==> config.mk <==
export PLATFORM = sky130hd
export DESIGN_NAME = flash_cmd_sequencer
export DESIGN_NICKNAME = d
export VERILOG_FILES = /design/src/rtl/flash_ctrl_pkg.sv /design/src/rtl/flash_bus_cycle.sv /design/src/rtl/flash_cmd_sequencer.sv
export SDC_FILE = /design/constraint.sdc
export NUM_CORES = 1
export LEC_CHECK = 0
export CAP_MARGIN = 15
export CELL_PAD_IN_SITES_DETAIL_PLACEMENT = 0
export CELL_PAD_IN_SITES_GLOBAL_PLACEMENT = 1
export CORE_AREA = 2 2 100 150
export CTS_CLUSTER_DIAMETER = 80
export DETAILED_ROUTE_END_ITERATION = 10
export DIE_AREA = 0 0 102 152
export GPL_TIMING_DRIVEN = 0
export PLACE_DENSITY_LB_ADDON = 0.25
export SLEW_MARGIN = 20
export SYNTH_ARGS = -nofsm -noshare
export SYNTH_HDL_FRONTEND = slang
export SYNTH_SLANG_ARGS = --single-unit
==> constraint.sdc <==
create_clock -name clk_i -period 4.75 [get_ports clk_i]
set_input_delay 0.475 -clock clk_i [delete_from_list [all_inputs] [get_ports clk_i]]
set_output_delay 0.475 -clock clk_i [all_outputs]
set_load 0.005 [all_outputs]
==> src/rtl/flash_ctrl_pkg.sv <==
// rtl/flash_ctrl_pkg.sv - shared command codes, unlock constants, state types for the NOR flash controller
package flash_ctrl_pkg;

    localparam logic [3:0] CMD_READ         = 4'd1;
    localparam logic [3:0] CMD_RESET        = 4'd2;
    localparam logic [3:0] CMD_PROGRAM      = 4'd3;
    localparam logic [3:0] CMD_CHIP_ERASE   = 4'd4;
    localparam logic [3:0] CMD_SECTOR_ERASE = 4'd5;
    localparam logic [3:0] CMD_SUSPEND      = 4'd6;
    localparam logic [3:0] CMD_RESUME       = 4'd7;

    localparam logic [22:0] ADDR_555 = 23'h000555;
    localparam logic [22:0] ADDR_2AA = 23'h0002AA;

    localparam logic [15:0] D_AA = 16'h00AA;
    localparam logic [15:0] D_55 = 16'h0055;
    localparam logic [15:0] D_A0 = 16'h00A0;
    localparam logic [15:0] D_80 = 16'h0080;
    localparam logic [15:0] D_10 = 16'h0010;
    localparam logic [15:0] D_30 = 16'h0030;
    localparam logic [15:0] D_F0 = 16'h00F0;
    localparam logic [15:0] D_B0 = 16'h00B0;

    typedef enum logic [2:0] {
        ST_IDLE, ST_W_SU, ST_W_WP, ST_W_WPH, ST_R_ACC, ST_ACK
    } bus_state_t;

    typedef enum logic [1:0] {
        SQ_IDLE, SQ_RUN, SQ_BUSY
    } seq_state_t;

    // Zero marks a code the sequencer must ignore.
    function automatic logic [2:0] cycle_count(input logic [3:0] code);
        case (code)
            CMD_READ, CMD_RESET, CMD_SUSPEND, CMD_RESUME: return 3'd1;
            CMD_PROGRAM:                                  return 3'd4;
            CMD_CHIP_ERASE, CMD_SECTOR_ERASE:             return 3'd6;
            default:                                      return 3'd0;
        endcase
    endfunction

endpackage

==> src/rtl/flash_bus_cycle.sv <==
// rtl/flash_bus_cycle.sv - one timed NOR bus cycle (write SU/WP/WPH or read ACC) with registered strobes
module flash_bus_cycle
    import flash_ctrl_pkg::*;
#(
    parameter int T_SU  = 1,
    parameter int T_WP  = 3,
    parameter int T_WPH = 2,
    parameter int T_ACC = 5
) (
    input  logic        clk_i,
    input  logic        rst_i,
    input  logic        go_i,
    input  logic        write_i,
    input  logic [22:0] addr_i,
    input  logic [15:0] data_i,
    input  logic [15:0] mem_dq_i,
    output logic        done_o,
    output logic        ack_o,
    output logic [15:0] readdata_o,
    output logic [22:0] mem_addr_o,
    output logic [15:0] mem_dq_o,
    output logic        mem_dq_oe_o,
    output logic        mem_ce_n_o,
    output logic        mem_oe_n_o,
    output logic        mem_we_n_o
);

    bus_state_t state;
    logic [7:0] cnt;

    // Final cycle of the active phase; lets the sequencer queue the next cycle during ACK.
    always_comb begin
        done_o = ((state == ST_W_WPH) && (cnt == 8'(T_WPH - 1))) ||
                 ((state == ST_R_ACC) && (cnt == 8'(T_ACC - 1)));
    end

    always_ff @(posedge clk_i) begin
        if (!rst_i) begin
            state       <= ST_IDLE;
            cnt         <= '0;
            ack_o       <= 1'b0;
            readdata_o  <= '0;
            mem_addr_o  <= '0;
            mem_dq_o    <= '0;
            mem_dq_oe_o <= 1'b0;
            mem_ce_n_o  <= 1'b1;
            mem_oe_n_o  <= 1'b1;
            mem_we_n_o  <= 1'b1;
        end else begin
            ack_o <= 1'b0;
            cnt   <= cnt + 8'd1;
            case (state)
                ST_IDLE, ST_ACK: begin
                    state <= ST_IDLE;
                    if (go_i) begin
                        cnt        <= '0;
                        mem_addr_o <= addr_i;
                        mem_ce_n_o <= 1'b0;
                        if (write_i) begin
                            state       <= ST_W_SU;
                            mem_dq_o    <= data_i;
                            mem_dq_oe_o <= 1'b1;
                        end else begin
                            state      <= ST_R_ACC;
                            mem_oe_n_o <= 1'b0;
                        end
                    end
                end
                ST_W_SU: if (cnt == 8'(T_SU - 1)) begin
                    state      <= ST_W_WP;
                    mem_we_n_o <= 1'b0;
                    cnt        <= '0;
                end
                ST_W_WP: if (cnt == 8'(T_WP - 1)) begin
                    state      <= ST_W_WPH;
                    mem_we_n_o <= 1'b1;
                    cnt        <= '0;
                end
                ST_W_WPH: if (done_o) begin
                    state       <= ST_ACK;
                    mem_ce_n_o  <= 1'b1;
                    mem_dq_oe_o <= 1'b0;
                    ack_o       <= 1'b1;
                end
                ST_R_ACC: if (done_o) begin
                    state      <= ST_ACK;
                    mem_ce_n_o <= 1'b1;
                    mem_oe_n_o <= 1'b1;
                    readdata_o <= mem_dq_i;
                    ack_o      <= 1'b1;
                end
                default: state <= ST_IDLE;
            endcase
        end
    end

endmodule

==> src/rtl/flash_cmd_sequencer.sv <==
// rtl/flash_cmd_sequencer.sv - expands register-block commands into JEDEC NOR bus-cycle sequences
module flash_cmd_sequencer
    import flash_ctrl_pkg::*;
#(
    parameter int T_SU   = 1,
    parameter int T_WP   = 3,
    parameter int T_WPH  = 2,
    parameter int T_ACC  = 5,
    parameter int T_BUSY = 4
) (
    input  logic        clk_i,
    input  logic        rst_i,
    input  logic        start_i,
    input  logic [3:0]  code_i,
    input  logic [6:0]  block_addr_i,
    input  logic [15:0] other_addr_i,
    input  logic [15:0] dq_data_i,
    input  logic [15:0] mem_dq_i,
    input  logic        mem_ry_by_n_i,
    output logic        ack_o,
    output logic [15:0] readdata_o,
    output logic        busy_o,
    output logic [22:0] mem_addr_o,
    output logic [15:0] mem_dq_o,
    output logic        mem_dq_oe_o,
    output logic        mem_ce_n_o,
    output logic        mem_oe_n_o,
    output logic        mem_we_n_o
);

    seq_state_t  state;
    logic        start_q, go, last_q, done;
    logic [2:0]  idx, count;
    logic [3:0]  code;
    logic [6:0]  block;
    logic [15:0] other, wdata;
    logic [7:0]  bcnt;
    logic [22:0] sel_addr;
    logic [15:0] sel_data;

    assign count = cycle_count(code);

    always_comb begin
        sel_addr = '0;
        sel_data = '0;
        case (code)
            CMD_READ:    sel_addr = {block, other};
            CMD_RESET:   sel_data = D_F0;
            CMD_SUSPEND: sel_data = D_B0;
            CMD_RESUME:  sel_data = D_30;
            CMD_PROGRAM: case (idx)
                3'd0:    begin sel_addr = ADDR_555; sel_data = D_AA; end
                3'd1:    begin sel_addr = ADDR_2AA; sel_data = D_55; end
                3'd2:    begin sel_addr = ADDR_555; sel_data = D_A0; end
                default: begin sel_addr = {block, other}; sel_data = wdata; end
            endcase
            CMD_CHIP_ERASE, CMD_SECTOR_ERASE: case (idx)
                3'd0, 3'd3: begin sel_addr = ADDR_555; sel_data = D_AA; end
                3'd1, 3'd4: begin sel_addr = ADDR_2AA; sel_data = D_55; end
                3'd2:       begin sel_addr = ADDR_555; sel_data = D_80; end
                default: begin
                    if (code == CMD_CHIP_ERASE) begin
                        sel_addr = ADDR_555; sel_data = D_10;
                    end else begin
                        sel_addr = {block, 16'h0000}; sel_data = D_30;
                    end
                end
            endcase
            default: ;
        endcase
    end

    always_ff @(posedge clk_i) begin
        if (!rst_i) begin
            state   <= SQ_IDLE;
            start_q <= 1'b0;
            go      <= 1'b0;
            last_q  <= 1'b0;
            idx     <= '0;
            code    <= '0;
            block   <= '0;
            other   <= '0;
            wdata   <= '0;
            bcnt    <= '0;
            busy_o  <= 1'b0;
        end else begin
            start_q <= start_i;
            go      <= 1'b0;
            case (state)
                SQ_IDLE: if (start_i && !start_q && mem_ry_by_n_i &&
                             cycle_count(code_i) != 3'd0) begin
                    state  <= SQ_RUN;
                    go     <= 1'b1;
                    idx    <= '0;
                    last_q <= 1'b0;
                    busy_o <= 1'b1;
                    code   <= code_i;
                    block  <= block_addr_i;
                    other  <= other_addr_i;
                    wdata  <= dq_data_i;
                end
                SQ_RUN: begin
                    // The next cycle is launched while the bus cycle sits in ACK, keeping cycles back-to-back.
                    if (done) begin
                        last_q <= (idx == count - 3'd1);
                        if (idx != count - 3'd1) begin
                            idx <= idx + 3'd1;
                            go  <= 1'b1;
                        end
                    end
                    if (ack_o && last_q) begin
                        bcnt <= '0;
                        if (code == CMD_PROGRAM || code == CMD_CHIP_ERASE ||
                            code == CMD_SECTOR_ERASE) begin
                            state <= SQ_BUSY;
                        end else begin
                            state  <= SQ_IDLE;
                            busy_o <= 1'b0;
                        end
                    end
                end
                SQ_BUSY: begin
                    if (bcnt != 8'(T_BUSY)) begin
                        bcnt <= bcnt + 8'd1;
                    end else if (mem_ry_by_n_i) begin
                        state  <= SQ_IDLE;
                        busy_o <= 1'b0;
                    end
                end
                default: state <= SQ_IDLE;
            endcase
        end
    end

    flash_bus_cycle #(
        .T_SU (T_SU),
        .T_WP (T_WP),
        .T_WPH(T_WPH),
        .T_ACC(T_ACC)
    ) u_bus_cycle (
        .clk_i      (clk_i),
        .rst_i      (rst_i),
        .go_i       (go),
        .write_i    (code != CMD_READ),
        .addr_i     (sel_addr),
        .data_i     (sel_data),
        .mem_dq_i   (mem_dq_i),
        .done_o     (done),
        .ack_o      (ack_o),
        .readdata_o (readdata_o),
        .mem_addr_o (mem_addr_o),
        .mem_dq_o   (mem_dq_o),
        .mem_dq_oe_o(mem_dq_oe_o),
        .mem_ce_n_o (mem_ce_n_o),
        .mem_oe_n_o (mem_oe_n_o),
        .mem_we_n_o (mem_we_n_o)
    );

endmodule

==> flow_summary.toml, run 1 <==
[logic_synthesis]
synth_commonest_cells = "131 x dfxtp_1, 112 x nand2_1, 73 x a21oi_1, 67 x nor2_1, 26 x o21ai_0"
ys_ff_latch = 131
async_flop_share_pct = 0
syn_area_sq_um = 5590
synth_top_area_share_pct = 46.9
ys_dominant_reg_cell = "dfxtp_1"
synth_edf_count = 0
synth_top_area_cell = "dfxtp_1"
yosysUniqueCellTypes = 69
synth-warning-count = 0
synth_most_common_cell = "dfxtp_1"
syn_nets = 726
ys_seq_area_share_pct = 46.9
yosys-top-cells-area = "dfxtp_1 47%, nand2_1 7.5%, a21oi_1 6.5%"
syn_inst = 647
avgSynthCellArea_sq_um = 8.64

[floorplanning]
die_h_microns = 152
dieArea_sq_um = 15500
chipWidth_microns = 102
start_util_pct = 39.0
rows = 54
core-area_sq_um = 14300
io_pins = 124

[timing]
setup_viol = 0
hold_viol = 0
worst_pin_slew_ns = 0.769
slew_headroom_pct = 48.7
finalClockSkew_ns = 0.00819
grt_setup_unrepaired = "no"
postLayoutSetupSlackWorst_ns = 2.03
finalCritPeriodShare_pct = 57.2
setup_tns_ns = 0
finalCriticalPeriod_ns = 2.72
max_clock_freq_mhz = 368
hold-worst-slack_ns = 0.454
slew_viol_final = 0

[routing]
routed_wl_microns = 15800
first_iter_violations = 190
drcViolationCount = 0
post_drt_wl_per_cell_microns = 15.9
vias = 5068
drt_pre_antenna_iters = 5
avgViaCountPerCell = 5.08
ant_nets = 0

[worst_setup_path]
critPathMaxStageDelay_ns = 0.57
rrSetupSlack_ns = 2.03
critPathKind = "flip-flop to flip-flop"
slowest_stage = "a211oi_2"
cp_num_buf_inv = 1
cp.required_ns = 5.10
crit_fanout = 7
crit_arrival_ns = 3.07
critPathLaunchType = "flip-flop"
crit_path_end_kind = "flip-flop"
critical_path.top_delay_family = "compound AO/OA/AOI/OAI gates"
worstPathCellList = "inv_1 -> ha_1 -> o21bai_1 -> nand2_1 -> or3_1 -> a211oi_2 -> a22o_1"

[clocking]
insertion_delay_ns = 0.41
postCtsResizedCells = 0
hold_buffers = 0
cts_num_sinks = 131
h-tree-depth = 4
cts_tree = "done"
cts.path.max_buffers = 2
numCtsBuffers = 17
path_clk_slew_ns = 0.06
ctsRootBufferMaster = "clkbuf_16"
post_cts_buffers = 0

[placement]
portBuffers = 123
place_congestion = 0.934
dp_cells = 966
dp_slack_ns = 1.92
dp_hpwl_microns = 12000

[pwr]
leakagePower_nw = 2.73
ir_drop_mv = 0.197
power.density_nw_per_um2 = 359

[cells_and_area]
area_growth_syn_to_layout_pct = 37.2
final_util_pct = 53.6
drive_above_1_share_pct = 8.85
diodes = 0
instances_no_fill = 998
fin_nets = 868

[global_route]
grt_pass1_wl_microns = 25700
globalRouteTotalUtil_pct = 21.0
overflow = 0
grt_max_degree = 17
antenna_found_initial = 0
grt_pass1_vias = 5196

[hold_path]
min_path_type = "flip-flop to flip-flop"

[job]
drv_cap = 0

[run_status]
status = "completed"
==> layout by cell type (no fill, tap or decap), drive strengths merged, types with 6 or more instances in the layout <==
master,netlist,routed
o21ai,27,27
nand3,12,12
nand2,112,112
xnor2,10,10
a22oi,15,15
a21oi,74,74
ha,16,16
clkbuf,21,39
and3,7,7
a22o,13,13
nand4,6,6
and2,13,13
xor2,7,7
mux2i,17,17
dfxtp,131,131
inv,17,21
clkdlybuf4s50,0,123
buf,12,12
nor2,68,68
nor3,8,8
==> tightest hold or removal path: stages (launching register included) <==
cell and delay, ns:
dfxtp_1 0.31, nand2_1 0.05, a21oi_1 0.05
==> registers in the layout, indices dropped and copies added (netlist names), 2 cells and up <==
| register | cells |
|---|---|
| u_bus_cycle.state | 3 |
| other | 16 |
| u_bus_cycle.mem_dq_o | 16 |
| block | 7 |
| u_bus_cycle.cnt | 8 |
| code | 4 |
| u_bus_cycle.readdata_o | 16 |
| bcnt | 8 |
| wdata | 16 |
| u_bus_cycle.mem_addr_o | 23 |
| state | 2 |
| idx | 3 |
==> final timing paths <==
path                          start                                      end  cells past startpoint
max             idx[0]$_SDFFE_PN0P_  u_bus_cycle.mem_addr_o[20]$_SDFFE_PN0P_                      7
min          wdata[12]$_SDFFE_PN0P_                   wdata[12]$_SDFFE_PN0P_                      2
max reg2reg     idx[0]$_SDFFE_PN0P_  u_bus_cycle.mem_addr_o[20]$_SDFFE_PN0P_                      7
min reg2reg  wdata[12]$_SDFFE_PN0P_                   wdata[12]$_SDFFE_PN0P_                      2
==> where the power goes <==
| group | internal (mW) | switching (mW) | total, mW |
|---|---|---|---|
| Clock | 0.831 | 0.523 | 1.35 |
| Combinational | 0.115 | 0.131 | 0.246 |
| Sequential | 1.13 | 0.0295 | 1.16 |
| Total | 2.07 | 0.684 | 2.76 |
==> area by class of cell <==
cell class	count	area (sq um)
clock inverters	14	176
inverters	17	63.8
clock buffers	18	429
multi-input cells	466	2740
plain buffers	33	166
fillers	1378	6650
well taps	196	245
flip-flops and latches	131	2620
repair buffers	123	1230
==> cell families after synthesis <==
| logic type | share of synthesized area [%] |
|---|---|
| compound gates | 17.9 |
| fa+ha+maj | 3.58 |
| simple gates | 21.6 |
| buf+inv | 4.12 |
| flops | 46.9 |
| mux | 3.24 |
| xor+xnor | 2.66 |
==> metal layers <==
layer  GRT usage [%]  wire, microns
met1            22.6           6080
met4            6.48            300
met5               0              0
met3            5.89            766
met2            38.8           8690
==> metrics by stage <==
step,power [mW],instance area [sq um]
after floorplan,1.31,5590
after global placement,1.42,7070
after detailed placement,1.42,7070
after CTS,2.77,7670
after global routing,2.86,7670
final,2.76,7670
(Power assumes the default switching activity.)
==> inputs of run 2 (changes only) <==
Settings changed: CORE_AREA 2 2 100 150 to 2 2 108 163, DIE_AREA 0 0 102 152 to 0 0 110 165.
Clock period 4.75 ns to 2.22 ns, I/O delays scaled along.
==> run 2 against run 1 <==
Core utilization decreased by 6.0 points. Total power increased by 110%. Largest cell class unchanged. Largest power group unchanged. Final area increased by 2.9%. First-iteration DRC count decreased by 3.2%. Global-route usage decreased by 2.3 points. Sequential share of layout area decreased by 0.91 points.
==> flow_summary.toml, run 2 (synthesis gave the netlist of run 1 again) <==
[run_status]
status = "completed"

[clocking]
path_clk_slew_ns = 0.06
insertion_delay_ns = 0.42
ctsRootBufferMaster = "clkbuf_16"
cts.path.max_buffers = 2
h-tree-depth = 4
cts_tree = "done"
numCtsBuffers = 17
cts_num_sinks = 131

[pwr]
power.density_nw_per_um2 = 750
leakagePower_nw = 2.85
ir_drop_mv = 0.503

[global_route]
grt_pass1_vias = 5049
grt_max_degree = 17
overflow = 0
grt_pass1_wl_microns = 25600
antenna_found_initial = 0
globalRouteTotalUtil_pct = 18.7

[placement]
place_congestion = 0.847
portBuffers = 123
dp_hpwl_microns = 12300

[floorplanning]
dieArea_sq_um = 18200
io_pins = 124
start_util_pct = 33.6
core-area_sq_um = 16600
die_h_microns = 165
chipWidth_microns = 110
rows = 58

[worst_setup_path]
crit_path_end_kind = "flip-flop"
cp.required_ns = 2.55
worstRegToRegCells = 10
rrSetupSlack_ns = 0.1
critPathLaunchType = "flip-flop"
critPathMaxStageDelay_ns = 0.32
worstPathCellList = "buf_4 -> nor4b_4 -> a21oi_2 -> ha_2 -> xnor2_1 -> xnor2_1 -> nor3_2 -> buf_4 -> nand3b_1 -> a21oi_1"
crit_arrival_ns = 2.45
cp-startpoint = "code[3]$_SDFFE_PN0P_"
r2r_start = "code[3]$_SDFFE_PN0P_"
slowest_stage = "nor4b_4"
cp-endpoint = "go$_SDFF_PN0_"
crit_cells = 10
crit_fanout = 10
critPathKind = "flip-flop to flip-flop"
cp_num_buf_inv = 2
rr_endpoint = "go$_SDFF_PN0_"
critical_path.top_delay_family = "simple AND/OR/NAND/NOR gates"

[routing]
avgViaCountPerCell = 4.97
vias = 5067
ant_nets = 0
routed_wl_microns = 16500
drcViolationCount = 0
post_drt_wl_per_cell_microns = 16.2
first_iter_violations = 184
drt_pre_antenna_iters = 5

[timing]
hold_viol = 0
setup_viol = 0
finalCriticalPeriod_ns = 2.12
slew_viol_final = 0
worst_pin_slew_ns = 0.633
finalClockSkew_ns = 0.00767
max_clock_freq_mhz = 471
slew_headroom_pct = 57.8
finalCritPeriodShare_pct = 95.5
hold-worst-slack_ns = 0.350

[cells_and_area]
area_growth_syn_to_layout_pct = 41.3
diodes = 0
top_register = "u_bus_cycle.mem_addr_o"
drive_above_1_share_pct = 12.5
final-seq-area_sq_um = 2630
final_util_pct = 47.5
final_cell_mix = "127 x dfxtp_1, 123 x clkdlybuf4s50_1, 112 x nand2_1, 70 x a21oi_1, 66 x nor2_1"
multi_input_area_sq_um = 2840
layout_commonest_cell = "dfxtp_1"
nFillCells = 1643
fin_nets = 875
largest_register_ffs = 23

[job]
drv_cap = 0

[hold_path]
min_path_type = "input port to flip-flop"
## run 2: worst min-delay path by stage
stage                                             end  cells after the start  slack [ns]                              startpoint
2_1_floorplan                      start_q$_SDFF_PN0_                      1        0.34                                 start_i
3_3_place_gp                    block[3]$_SDFFE_PN0P_                      2        0.44                   block[3]$_SDFFE_PN0P_
3_5_place_dp   u_bus_cycle.mem_addr_o[7]$_SDFFE_PN0P_                      2        0.45  u_bus_cycle.mem_addr_o[7]$_SDFFE_PN0P_
4_1_cts                        wdata[15]$_SDFFE_PN0P_                      3        0.34                           dq_data_i[15]
5_1_grt                         wdata[6]$_SDFFE_PN0P_                      3        0.35                            dq_data_i[6]
6_report                       wdata[15]$_SDFFE_PN0P_                      3        0.35                           dq_data_i[15]
## run 2: metrics by stage
step / setup WS, ns / cells / instance area (sq um) / setup TNS (ns) / total power, mW
4_1_cts: 0.00430 / 1015 / 7800 / 0 / 5.97
2_1_floorplan: 0.131 / 647 / 5590 / 0 / 2.81
6_report: 0.0988 / 1019 / 7900 / 0 / 5.93
5_1_grt: -0.0237 / 1019 / 7900 / -0.0301 / 6.17
3_3_place_gp: -0.450 / 980 / 7090 / -20.00 / 3.05
3_5_place_dp: -0.531 / 980 / 7090 / -24.62 / 3.05
## run 2: repair_timing
item / CTS / global route
setup buffers: 4 / 4
hold buffers: 0 / 0
pin swaps: 4 / 6
gates cloned: 0 / 0
endpoints found under the setup margin: 59 / 58
resized for setup: 13 / 25
## run 2: area by class of cell
class / count / share of cell area [%]
plain buffers: 32 / 2.25
clock buffers: 20 / 5.91
clock inverters: 12 / 1.93
inverters: 17 / 0.808
multi-input cells: 466 / 36.0
flip-flops and latches: 131 / 33.3
well taps: 210 / 3.33
repair buffers: 131 / 16.5
## run 2: where the power goes
part / switching, mW / internal [mW] / total (mW)
sequential: 0.0676 / 2.41 / 2.48
combinational: 0.288 / 0.254 / 0.543
clock: 1.05 / 1.85 / 2.90
total: 1.41 / 4.52 / 5.93
## run 2: worst min-delay path, delay by kind of cell
kind / cells / cell delay (ns)
AO/OA/AOI/OAI: 1 / 0.05
buffers and inverters: 1 / 0.39
AND/OR/NAND/NOR: 1 / 0.05
## run 2: metal layers
layer / part of all wire, % / wire, microns / global-route usage, % / vias up
li1: - / - / - / 2519
met1: 38 / 6270 / 19.9 / 2398
met2: 54 / 8850 / 34.0 / 128
met3: 6.0 / 994 / 5.72 / 22
met4: 2.2 / 363 / 7.08 / 0
met5: 0 / 0 / 0 / -
